--- config.mk ---
export PLATFORM = sky130hd
export DESIGN_NAME = io_port_bank
export DESIGN_NICKNAME = d
export VERILOG_FILES = /design/src/rtl/io_pkg.sv /design/src/rtl/io_fifo.sv /design/src/rtl/io_port_bank.sv
export SDC_FILE = /design/constraint.sdc
export NUM_CORES = 1
export LEC_CHECK = 0
export CELL_PAD_IN_SITES_DETAIL_PLACEMENT = 2
export CELL_PAD_IN_SITES_GLOBAL_PLACEMENT = 2
export CORE_ASPECT_RATIO = 0.5
export CORE_MARGIN = 2
export CORE_UTILIZATION = 33
export DETAILED_ROUTE_END_ITERATION = 8
export GPL_TIMING_DRIVEN = 0
export PLACE_DENSITY_LB_ADDON = 0.1
export SLEW_MARGIN = 30
export SYNTH_ARGS = -nofsm -noshare
export SYNTH_HDL_FRONTEND = slang
export SYNTH_SLANG_ARGS = --single-unit
--- constraint.sdc ---
create_clock -name clk -period 2.27 [get_ports clk]
set_input_delay 0.454 -clock clk [delete_from_list [all_inputs] [get_ports clk]]
set_output_delay 0.454 -clock clk [all_outputs]
set_load 0.05 [all_outputs]
--- src/rtl/io_pkg.sv ---
// Register map shared by the I/O port bank and its output FIFOs.
package io_pkg;

  localparam logic REG_DATA   = 1'b0;
  localparam logic REG_STATUS = 1'b1;

  localparam int ST_IN_AVAIL  = 0;
  localparam int ST_OUT_FULL  = 1;
  localparam int ST_OUT_EMPTY = 2;
  localparam int ST_OVERFLOW  = 3;

endpackage

--- src/rtl/io_fifo.sv ---
// Per-channel output FIFO: registered head, no fall-through, power-of-two depth.
module io_fifo #(
  parameter int DATA_W = 16,
  parameter int DEPTH  = 4
) (
  input  logic                         clk,
  input  logic                         reset_n,
  input  logic                         push,
  input  logic                         pop,
  input  logic [DATA_W-1:0]            wdata,
  output logic [DATA_W-1:0]            head,
  output logic                         full,
  output logic                         empty,
  output logic [$clog2(DEPTH):0]       count
);

  localparam int PTR_W = $clog2(DEPTH);
  localparam int CNT_W = PTR_W + 1;

  logic [DATA_W-1:0] mem [DEPTH];
  logic [PTR_W-1:0]  wptr;
  logic [PTR_W-1:0]  rptr;
  logic              pop_ok;
  logic              push_ok;

  assign empty   = (count == '0);
  assign full    = (count == CNT_W'(DEPTH));
  assign pop_ok  = pop && !empty;
  // A push into a full FIFO still lands when the same cycle frees a slot.
  assign push_ok = push && (!full || pop_ok);
  assign head    = empty ? '0 : mem[rptr];

  always_ff @(posedge clk) begin
    if (!reset_n) begin
      wptr  <= '0;
      rptr  <= '0;
      count <= '0;
    end else begin
      if (push_ok) wptr <= wptr + PTR_W'(1);
      if (pop_ok)  rptr <= rptr + PTR_W'(1);
      case ({push_ok, pop_ok})
        2'b10:   count <= count + CNT_W'(1);
        2'b01:   count <= count - CNT_W'(1);
        default: count <= count;
      endcase
    end
  end

  always_ff @(posedge clk) begin
    if (push_ok) mem[wptr] <= wdata;
  end

endmodule

--- src/rtl/io_port_bank.sv ---
// Memory-mapped bank of NUM_CH device channels: one-entry input holding register
// and an output FIFO per channel, reached through a DATA/STATUS register pair.
module io_port_bank
  import io_pkg::*;
#(
  parameter int DATA_W    = 16,
  parameter int NUM_CH    = 2,
  parameter int OUT_DEPTH = 4,
  parameter int ADDR_W    = $clog2(NUM_CH) + 1
) (
  input  logic                     clk,
  input  logic                     reset_n,
  input  logic [ADDR_W-1:0]        addr,
  input  logic                     wr_en,
  input  logic                     rd_en,
  input  logic [DATA_W-1:0]        wdata,
  output logic [DATA_W-1:0]        rdata,
  input  logic [NUM_CH*DATA_W-1:0] in_data,
  input  logic [NUM_CH-1:0]        in_valid,
  output logic [NUM_CH-1:0]        in_ready,
  output logic [NUM_CH*DATA_W-1:0] out_data,
  output logic [NUM_CH-1:0]        out_valid,
  input  logic [NUM_CH-1:0]        out_ready,
  output logic [DATA_W-1:0]        io_out0
);

  localparam int CNT_W = $clog2(OUT_DEPTH) + 1;

  function automatic logic [DATA_W-1:0] pack_status(input logic avail, input logic full,
                                                    input logic empty, input logic ovf);
    logic [DATA_W-1:0] s;
    s               = '0;
    s[ST_IN_AVAIL]  = avail;
    s[ST_OUT_FULL]  = full;
    s[ST_OUT_EMPTY] = empty;
    s[ST_OVERFLOW]  = ovf;
    return s;
  endfunction

  logic [ADDR_W-1:0]              ch_idx;
  logic                           reg_sel;
  logic [NUM_CH-1:0]              ch_hit;
  logic [NUM_CH-1:0][DATA_W-1:0]  ch_word;
  logic [DATA_W-1:0]              rd_word;

  // Channel index lives above the register-select bit; out-of-range indices hit nothing.
  assign ch_idx  = addr >> 1;
  assign reg_sel = addr[0];

  for (genvar c = 0; c < NUM_CH; c++) begin : g_ch
    logic              avail_q;
    logic              ovf_q;
    logic [DATA_W-1:0] hold_q;
    logic              push;
    logic              pop;
    logic              fifo_full;
    logic              fifo_empty;
    logic [CNT_W-1:0]  fifo_count;

    assign ch_hit[c]   = (ch_idx == ADDR_W'(c));
    assign push        = wr_en && ch_hit[c] && (reg_sel == REG_DATA);
    assign pop         = out_valid[c] && out_ready[c];
    assign in_ready[c] = !avail_q;
    assign out_valid[c] = (fifo_count != '0);
    assign ch_word[c]  = (reg_sel == REG_STATUS)
                         ? pack_status(avail_q, fifo_full, fifo_empty, ovf_q)
                         : hold_q;

    always_ff @(posedge clk) begin
      if (!reset_n) begin
        avail_q <= 1'b0;
        hold_q  <= '0;
        ovf_q   <= 1'b0;
      end else begin
        if (in_valid[c] && !avail_q) begin
          hold_q  <= in_data[c*DATA_W +: DATA_W];
          avail_q <= 1'b1;
        end else if (rd_en && ch_hit[c] && (reg_sel == REG_DATA)) begin
          avail_q <= 1'b0;
        end
        if (push && fifo_full && !pop)
          ovf_q <= 1'b1;
        else if (wr_en && ch_hit[c] && (reg_sel == REG_STATUS) && wdata[ST_OVERFLOW])
          ovf_q <= 1'b0;
      end
    end

    io_fifo #(
      .DATA_W (DATA_W),
      .DEPTH  (OUT_DEPTH)
    ) u_fifo (
      .clk     (clk),
      .reset_n (reset_n),
      .push    (push),
      .pop     (pop),
      .wdata   (wdata),
      .head    (out_data[c*DATA_W +: DATA_W]),
      .full    (fifo_full),
      .empty   (fifo_empty),
      .count   (fifo_count)
    );
  end

  always_comb begin
    rd_word = '0;
    for (int c = 0; c < NUM_CH; c++) begin
      if (ch_hit[c]) rd_word = ch_word[c];
    end
  end

  // Read data registered one cycle after rd_en; STATUS reflects pre-write state.
  always_ff @(posedge clk) begin
    if (!reset_n) begin
      rdata   <= '0;
      io_out0 <= '0;
    end else begin
      if (rd_en) rdata <= rd_word;
      if (wr_en && (ch_idx == '0) && (reg_sel == REG_DATA)) io_out0 <= wdata;
    end
  end

endmodule

==> results.yml, run 1 <==
layout:
  multi_input_area_sq_mm: 0.00289
  num-fill-cells: 2458
  drive_above_1_share: 0.251
  layout_common_cells: "edfxtp_1, nand2_1, clkdlybuf4s50_1, dfxtp_1, a21oi_1"
  syn_to_final_growth_pct: 37.1
  layout_commonest_cell: "edfxtp_1"
  final_cell_area_sq_mm: 0.0117
  n_antenna_cell: 0
  postLayoutCoreUtil: 0.462
  nets: 890
  seqCellArea_sq_mm: 0.00558
placement:
  place_congestion: 0.709
  hpwl_um: 16100
  numPortBuffers: 123
  placed_area_sq_mm: 0.0102
setup_path:
  path_buf_inv: 4
  cp_cell_sequence: "buf_8 -> buf_12 -> buf_12 -> mux4_2 -> and2b_1 -> buf_6"
  cp_max_fo: 6
  startpoint_type: "flop"
  critPathRequiredTime_ps: 1820
  cp_top_family: "buffers and inverters"
  slowest_delay_ps: 490
  cp_num_cells: 6
  cp-endpoint: "out_data[22]"
  r2r_slack_ps: 80
  criticalPathCategory: "reg -> out"
  reg2reg_from: "g_ch[0].u_fifo.count[0]$_SDFFE_PN0P_"
  reg2regPathDepth: 10
  reg2reg_to: "g_ch[0].u_fifo.count[2]$_SDFFE_PN0P_"
  worst_setup_path_end_kind: "primary output"
  cp.arrival_ps: 2040
  crit_top_cell: "buf_12"
  critPathSlowestCell: "mux4_2"
route:
  drc_errors: 0
  first_pass_iters: 5
  initialDrtViolationCount: 291
  finalWirelength_um: 25400
  avgRoutedWirePerCell_um: 21.6
  vias_per_cell: 4.88
  routed-via-count: 5748
  drtAntennaViolNets: 0
floorplan:
  die_area_sq_mm: 0.0272
  ios: 126
  initial_utilization: 0.337
  die_h_um: 118
  design.core.area_sq_mm: 0.0253
  num_rows: 41
  die_w_um: 231
clock_tree:
  htree_levels: 1
  clock-sinks: 214
  clk_path_buf_depth: 3
  cts_tree: "built"
  cts_root_buf: "clkbuf_16"
  clk_pin_slew_worst_paths_ps: 60
  worstSkewPairLatency_ps: 520
  postCtsHoldBufs: 0
  cts_buffers: 21
power_and_ir_drop:
  p_per_area_mw_per_mm2: 1060
  p_leak_uw: 0.00418
  peakVddDrop_mv: 0.368
global_routing:
  antenna_found_initial: 0
  grt-ovfl-total: 0
  grt_max_degree: 17
  grt_usage: 0.189
  grt_pass1_wl_um: 38600
  first_global_vias: 6374
yosys:
  netlist_instances: 645
  synth-edff-count: 128
  ys_seq_area_frac: 0.652
  yosysTopAreaCellShare: 0.450
  async_flop_share: 0
  syn_nets: 715
  syn_area_per_cell_sq_um: 13.2
  synth-seq-cells: 214
  synth_top_cells_by_area: "edfxtp_1, dfxtp_1, mux4_2"
  synth_ff_type: "edfxtp_1"
  ys_warn_count: 0
  yosysUniqueCellTypes: 46
  yosysTopAreaCell: "edfxtp_1"
  synth_area_sq_mm: 0.00853
status:
  failed_checks: "setup timing"
  status: "complete, but fails checks"
timing:
  max_slew_margin: 0.459
  clock-skew-final_ps: 10.5
  hold_viol: 0
  finalSetupViolCount: 32
  layout_setup_ws_ps: -226
  whs_ps: 451
  rsz0062_at_grt: "yes"
  min_period_ps: 2500
  worstMarginPinSlew_ps: 812
  finalCritPeriodShare: 1.10
  max_freq_ghz: 0.401
  drv_slew: 0
hold_path:
  worstHoldPathType: "in -> reg"
flow_run:
  drv_cap: 0
-- registers in the layout (all words and copies together), names as in the netlist, named ones only --
| signal | count |
|---|---|
| rdata | 16 |
| g_ch.u_fifo.wptr | 4 |
| g_ch.u_fifo.rptr | 4 |
| g_ch.u_fifo.count | 6 |
| g_ch.hold_q | 32 |
| g_ch.u_fifo.mem | 128 |
| g_ch.avail_q | 2 |
| g_ch.ovf_q | 2 |
| io_out0 | 16 |
-- per-layer routing --
layer | up-vias | part of all wire | global-route usage | wire length, um
met5 | - | 0 | 0 | 0
met4 | 0 | 0.017 | 0.0387 | 425
met3 | 27 | 0.038 | 0.0366 | 962
met2 | 91 | 0.49 | 0.321 | 12500
met1 | 2981 | 0.45 | 0.251 | 11600
li1 | 2649 | - | - | -
-- per-stage QoR --
step,total power [uW],std cells,worst slack (ps),TNS (ps)
2_1_floorplan,6360,645,4.94,0
3_3_place_gp,7370,1112,-958,-100860
5_1_grt,12900,1179,-303,-6140
3_5_place_dp,7430,1112,-920,-82630
6_report,12400,1179,-226,-3990
4_1_cts,12300,1171,-260,-5430
-- power breakdown --
part | internal (uW) | switching (uW)
Clock | 2370 | 1570
Combinational | 1860 | 2270
Sequential | 4260 | 92.5
Total | 8490 | 3940
-- synthesized netlist by cell type, types with 10 or more instances --
cell / n
edfxtp_1: 128
nand2_1: 99
dfxtp_1: 86
a21oi_1: 57
inv_1: 34
mux4_2: 34
nor2b_1: 26
clkbuf_1: 20
and2_1: 16
mux2i_1: 16
nor2_1: 16
o22ai_1: 14
buf_2: 11
ha_1: 10
-- kinds of logic after synthesis --
| family | synth area share |
|---|---|
| flip-flops | 0.652 |
| AND/OR/NAND/NOR | 0.113 |
| AO/OA/AOI/OAI | 0.0603 |
| buffers and inverters | 0.0380 |
| multiplexers | 0.109 |
| adder cells (fa/ha/maj) | 0.0194 |
| XOR/XNOR | 0.00821 |
-- tightest hold or removal path, delay by kind of cell --
kind | cells | cell delay, ps
buffers and inverters | 1 | 170
AND/OR/NAND/NOR | 1 | 80
AO/OA/AOI/OAI | 1 | 130
XOR/XNOR | 1 | 100
-- worst min path at each step --
stage | from | end | slack, ps | cells after the start
after detailed placement | io_out0[3]$_SDFFE_PN0P_ | io_out0[3]$_SDFFE_PN0P_ | 450 | 2
after global placement | g_ch[0].hold_q[4]$_SDFFE_PN0P_ | g_ch[0].hold_q[4]$_SDFFE_PN0P_ | 440 | 2
after floorplan | g_ch[1].hold_q[0]$_SDFFE_PN0P_ | g_ch[1].hold_q[0]$_SDFFE_PN0P_ | 430 | 2
after CTS | g_ch[0].hold_q[13]$_SDFFE_PN0P_ | g_ch[0].hold_q[13]$_SDFFE_PN0P_ | 460 | 2
final | out_ready[0] | flop | 450 | 4
after global routing | out_ready[0] | flop | 460 | 4
-- timing repair --
| item | CTS | global route |
|---|---|---|
| resized for setup | 312 | 51 |
| endpoints found under the setup margin | 37 | 45 |
| gates cloned | 3 | 0 |
| setup buffers | 18 | 11 |
| pin swaps | 3 | 7 |
-- cell type report --
cell class	instances	area share
flip-flops and latches	214	0.477
multi-input cells	355	0.247
repair buffers	152	0.136
clock buffers	25	0.0488
well taps	344	0.0368
plain buffers	41	0.0264
clock inverters	13	0.0168
inverters	35	0.0112
Power figures use the tool's default switching activity.
==> inputs of run 2 (changes only) <==
--- a/config.mk
+++ b/config.mk
@@ -13,7 +13,7 @@
 export DETAILED_ROUTE_END_ITERATION = 8
 export GPL_TIMING_DRIVEN = 0
 export PLACE_DENSITY_LB_ADDON = 0.1
-export SLEW_MARGIN = 30
+export SLEW_MARGIN = 10
 export SYNTH_ARGS = -nofsm -noshare
 export SYNTH_HDL_FRONTEND = slang
 export SYNTH_SLANG_ARGS = --single-unit
==> run 2 against run 1 <==
Effect of this change: flip-flop and latch count did not move; the run still ends with setup timing left; utilization fell by 0.41 points; register-to-register slack gained 40 ps; total power down 3.1%; design area fell by 0.89%; sequential power is essentially flat; highest routed layer unchanged; routed wire length decreased by 1.3%; first-iteration DRC count decreased by 36%; largest cell class unchanged; via count is 1.7% lower; worst setup slack gained 73 ps; cell count fell by 0.42%.
==> results.yml, run 2 (synthesis results as in run 1) <==
status:
  status: "complete, but fails checks"
  failed_checks: "setup timing"
setup_path:
  cp_top_family: "multiplexers"
  critPathRequiredTime_ps: 1820
  critPathSlowestCell: "mux4_2"
  cp_cell_sequence: "buf_12 -> buf_6 -> mux4_2 -> and2b_2 -> buf_8"
  cp_num_cells: 5
  reg2reg_to: "g_ch[0].u_fifo.count[2]$_SDFFE_PN0P_"
  reg2regPathDepth: 10
  criticalPathCategory: "reg -> out"
  slowest_delay_ps: 470
  cp.arrival_ps: 1970
  r2r_slack_ps: 120
  cp_max_fo: 7
  startpoint_type: "flop"
  worst_setup_path_end_kind: "primary output"
  reg2reg_from: "g_ch[0].u_fifo.count[0]$_SDFFE_PN0P_"
  path_buf_inv: 3
power_and_ir_drop:
  p_sw_uw: 3890
  power_uw: 12000
  pwr-share-seq: 0.361
  peakVddDrop_mv: 0.403
  p_int_uw: 8150
  pwr-share-clk: 0.302
  p_per_area_mw_per_mm2: 1040
  swShare: 0.323
  p_leak_uw: 0.00410
  combPwrFrac: 0.337
timing:
  worstMarginPinSlew_ps: 826
  finalCritPeriodShare: 1.07
  min_period_ps: 2420
  clock-skew-final_ps: 19.4
  rsz0062_at_grt: "yes"
  setup_tns_ps: -3020
  hold_viol: 0
  finalSetupViolCount: 32
  drv_slew: 0
  layout_setup_ws_ps: -152
  max_slew_margin: 0.449
  max_freq_ghz: 0.413
hold_path:
  hp-start: "g_ch[0].hold_q[13]$_SDFFE_PN0P_"
  worst_hold_path.endpoint: "g_ch[0].hold_q[13]$_SDFFE_PN0P_"
  min_path_cells: 2
  worstHoldPathType: "reg -> reg"
clock_tree:
  clk_pin_slew_worst_paths_ps: 60
  htree_levels: 1
  cts_buffers: 21
  cts_root_buf: "clkbuf_16"
  cts_tree: "built"
  worstSkewPairLatency_ps: 520
  clock-sinks: 214
  clk_path_buf_depth: 3
  postCtsHoldBufs: 0
layout:
  regMostFlops: "g_ch.u_fifo.mem"
  layout_common_cells: "edfxtp_1, nand2_1, clkdlybuf4s50_1, dfxtp_1, a21oi_1"
  largest_reg_flops: 128
  nets: 885
  drive_above_1_share: 0.248
  num-fill-cells: 2495
  layout_commonest_cell: "edfxtp_1"
  syn_to_final_growth_pct: 35.8
  n_antenna_cell: 0
  reg_top3: "g_ch.u_fifo.mem (128), g_ch.hold_q (32)"
global_routing:
  grt_pass1_wl_um: 38100
  grt_max_degree: 17
  grt_usage: 0.186
  antenna_found_initial: 0
  grt-ovfl-total: 0
  first_global_vias: 6363
route:
  vias_per_cell: 4.82
  routed-via-count: 5653
  avgRoutedWirePerCell_um: 21.4
  initialDrtViolationCount: 186
  drtAntennaViolNets: 0
  first_pass_iters: 4
  drc_errors: 0
  finalWirelength_um: 25100
floorplan:
  die_area_sq_mm: 0.0272
  num_rows: 41
  die_w_um: 231
  die_h_um: 118
  initial_utilization: 0.337
  ios: 126
  design.core.area_sq_mm: 0.0253
flow_run:
  drv_cap: 0
placement:
  numPortBuffers: 123
  place_congestion: 0.709
  hpwl_um: 16100
## run 2: final cells by class
class | count | area, sq um | share of cell area
Inverter | 35 | 134 | 0.0116
Clock inverter | 8 | 68.8 | 0.00594
Sequential cell | 214 | 5580 | 0.481
Clock buffer | 30 | 641 | 0.0553
Timing Repair Buffer | 147 | 1530 | 0.132
Multi-Input combinational cell | 355 | 2900 | 0.250
Tap cell | 344 | 430 | 0.0371
Buffer | 41 | 308 | 0.0266
## run 2: worst reg2reg max path, delay by kind of cell, from the launching register on
family | cells | cell delay [ps]
and+or+nand+nor | 3 | 770
adders and majority gates | 2 | 460
DFF | 1 | 360
buffers and inverters | 3 | 230
xor gates and xnor gates | 1 | 150
AOI/OAI and AO/OA | 1 | 120
## run 2: what timing repair did
action / in CTS / in global routing
gates resized for setup: 312 / 54
setup endpoints to repair: 101 / 72
pin swaps: 4 / 8
cloned: 3 / 0
buffers inserted: 14 / 10
## run 2: worst max-delay path by stage
stage | slack, ps | end
after floorplan | 5 | g_ch[0].u_fifo.count[2]$_SDFFE_PN0P_
after global placement | -960 | out_data[24]
after detailed placement | -1040 | out_data[22]
after CTS | -250 | out_data[23]
after global routing | -210 | out_data[17]
final | -150 | out_data[17]
## run 2: metal layers
layer | global-route usage | share of wire
met2 | 0.319 | 0.49
met1 | 0.244 | 0.46
met5 | 0 | 0
met3 | 0.0378 | 0.038
met4 | 0.0351 | 0.015
## run 2: power groups by stage
stage | Sequential (uW) | Combinational, uW | Clock, uW
after global routing | 4370 | 4290 | 3870
final | 4350 | 4050 | 3630
after CTS | 4350 | 3850 | 3730
after detailed placement | 4430 | 3010 | 0
after floorplan | 4460 | 1900 | 0
after global placement | 4420 | 2950 | 0
## run 2: per-stage QoR
step / instance area [sq um] / utilization / instances / setup WS, ps / hold slack [ps]
after CTS: 11400 / 0.451 / 1167 / -248 / 457
after detailed placement: 10200 / 0.404 / 1112 / -1040 / 453
after floorplan: 8550 / - / 645 / 4.94 / 433
after global placement: 10200 / 0.404 / 1112 / -958 / 443
final: 11600 / 0.458 / 1174 / -152 / 456
after global routing: 11600 / 0.458 / 1174 / -210 / 483
==> inputs of run 3 (changes only) <==
--- a/config.mk
+++ b/config.mk
@@ -12,7 +12,7 @@
 export CORE_UTILIZATION = 33
 export DETAILED_ROUTE_END_ITERATION = 8
 export GPL_TIMING_DRIVEN = 0
-export PLACE_DENSITY_LB_ADDON = 0.1
+export PLACE_DENSITY = 0.77
 export SLEW_MARGIN = 10
 export SYNTH_ARGS = -nofsm -noshare
 export SYNTH_HDL_FRONTEND = slang
==> constraint.sdc (replaced) <==
create_clock -name clk -period 2.27 [get_ports clk]
set_input_delay 0.454 -clock clk [delete_from_list [all_inputs] [get_ports clk]]
set_output_delay 0.454 -clock clk [all_outputs]
set_load 0.1 [all_outputs]
==> run 3 against run 2 <==
Effect of this change: the run still ends with setup timing left; global-route usage is 3.0 points higher; register-to-register slack got worse by 130 ps; sequential power about the same; total power up 14%; critical path depth increased by 1; largest power group is now combinational logic; highest routed layer unchanged.
==> results.yml, run 3 (synthesis results as in run 1) <==
placement:
  placed_area_sq_mm: 0.0103
  numPortBuffers: 123
  place_congestion: 0.755
  hpwl_um: 17000
  dp_cells: 1112
clock_tree:
  worstSkewPairLatency_ps: 520
  cts_root_buf: "clkbuf_16"
  cts_tree: "built"
  htree_levels: 1
  postCtsHoldBufs: 0
  clk_pin_slew_worst_paths_ps: 70
  cts_buffers: 21
  clk_path_buf_depth: 3
  clock-sinks: 214
timing:
  rsz0062_at_grt: "yes"
  clock-skew-final_ps: 18.4
  drv_slew: 0
  min_period_ps: 2480
  hold_viol: 0
  finalCritPeriodShare: 1.09
  max_freq_ghz: 0.403
  finalSetupViolCount: 33
  layout_setup_ws_ps: -213
  max_slew_margin: 0.333
  worstMarginPinSlew_ps: 1000
setup_path:
  cp_max_fo: 5
  cp_top_family: "buffers and inverters"
  worst_setup_path_end_kind: "primary output"
  slowest_delay_ps: 510
  criticalPathCategory: "reg -> out"
  cp.arrival_ps: 2030
  critPathSlowestCell: "mux4_2"
  critPathRequiredTime_ps: 1820
  path_buf_inv: 4
  cp_cell_sequence: "buf_8 -> buf_4 -> buf_6 -> mux4_2 -> nor2b_4 -> buf_12"
  startpoint_type: "flop"
power_and_ir_drop:
  p_leak_uw: 0.00436
  p_int_uw: 8590
  p_sw_uw: 5160
  pwr-share-seq: 0.316
  peakVddDrop_mv: 0.455
  combPwrFrac: 0.429
  swShare: 0.375
  pwr-share-clk: 0.254
  p_per_area_mw_per_mm2: 1150
floorplan:
  initial_utilization: 0.337
  die_area_sq_mm: 0.0272
  num_rows: 41
  design.core.area_sq_mm: 0.0253
  die_h_um: 118
  ios: 126
  die_w_um: 231
hold_path:
  worstHoldPathType: "in -> reg"
layout:
  largest_reg_flops: 128
  final_cell_area_sq_mm: 0.0119
  nets: 901
  n_antenna_cell: 0
  seqCellArea_sq_mm: 0.00558
  layout_commonest_cell: "edfxtp_1"
  syn_to_final_growth_pct: 39.7
  layout_common_cells: "edfxtp_1, nand2_1, dfxtp_1, a21oi_1, clkdlybuf4s50_1"
  num-fill-cells: 2446
  reg_top3: "g_ch.u_fifo.mem (128), g_ch.hold_q (32)"
  postLayoutCoreUtil: 0.471
  regMostFlops: "g_ch.u_fifo.mem"
  multi_input_area_sq_mm: 0.00290
  fin_cells: 1190
  drive_above_1_share: 0.260
route:
  drc_errors: 0
  avgRoutedWirePerCell_um: 24.2
  vias_per_cell: 4.93
  routed-via-count: 5864
  first_pass_iters: 5
  initialDrtViolationCount: 343
  drtAntennaViolNets: 0
  finalWirelength_um: 28900
status:
  status: "complete, but fails checks"
  failed_checks: "setup timing"
global_routing:
  first_global_vias: 6772
  grt_usage: 0.215
  grt-ovfl-total: 0
  antenna_found_initial: 0
  grt_pass1_wl_um: 43600
  grt_max_degree: 17
flow_run:
  drv_cap: 0
[run 3: cell count changes in the layout (fill, tap and decap cells not counted), sizes merged]
cell	before	now
buf	75	90
bufbuf	0	1
clkbuf	54	53
clkdlybuf4s15	0	6
clkdlybuf4s50	87	52
clkinv	6	8
dlygate4sd2	2	30
[run 3: worst paths after layout]
path / depth (start not counted) / to / startpoint / slack (ps)
hold reg to reg: 2 / g_ch[1].hold_q[1]$_SDFFE_PN0P_ / g_ch[1].hold_q[1]$_SDFFE_PN0P_ / 460
setup reg to reg: 10 / g_ch[0].u_fifo.count[2]$_SDFFE_PN0P_ / g_ch[0].u_fifo.count[0]$_SDFFE_PN0P_ / -10
setup / recovery: 6 / out_data[14] / flop / -210
hold / removal: 3 / g_ch[0].ovf_q$_SDFFE_PN0P_ / addr[1] / 440
[run 3: repair_timing]
item,in CTS,in global routing
setup endpoints to repair,135,92
gates resized for setup,406,33
gates cloned,4,0
pin swaps,4,10
setup buffers,21,17
[run 3: layout make-up]
class                   instances  share of cell area
plain buffers                  41              0.0261
clock buffers                  28              0.0471
clock inverters                10             0.00693
inverters                      35              0.0116
multi-input cells             355               0.243
flip-flops and latches        214               0.468
well taps                     344              0.0361
repair buffers                163               0.160
[run 3: per-stage QoR]
| step | power, uW | setup slack [ps] | setup TNS [ps] | hold slack (ps) |
|---|---|---|---|---|
| floorplan | 7500 | -294 | -2810 | 433 |
| global placement | 8490 | -1710 | -106330 | 440 |
| detailed placement | 8570 | -1780 | -120310 | 454 |
| CTS | 13500 | -245 | -5020 | 443 |
| global route | 14200 | -272 | -6220 | 447 |
| finish | 13800 | -213 | -4640 | 445 |
[run 3: tightest hold or removal path: stages]
cell	delay [ps]
buf_2	170
nor2b_1	170
a311oi_1	110
[run 3: layer usage]
layer | global-route usage | up-vias | share of wire
li1 | - | 2665 | -
met1 | 0.272 | 3057 | 0.43
met2 | 0.393 | 110 | 0.53
met3 | 0.0269 | 32 | 0.028
met4 | 0.0480 | 0 | 0.016
met5 | 0 | - | 0
[run 3: power by group through the flow]
stage	clock network, uW	registers (uW)	logic (uW)
global placement	0	4420	4070
global route	3680	4370	6120
CTS	3480	4360	5670
finish	3500	4350	5910
detailed placement	0	4430	4140
floorplan	0	4520	2980
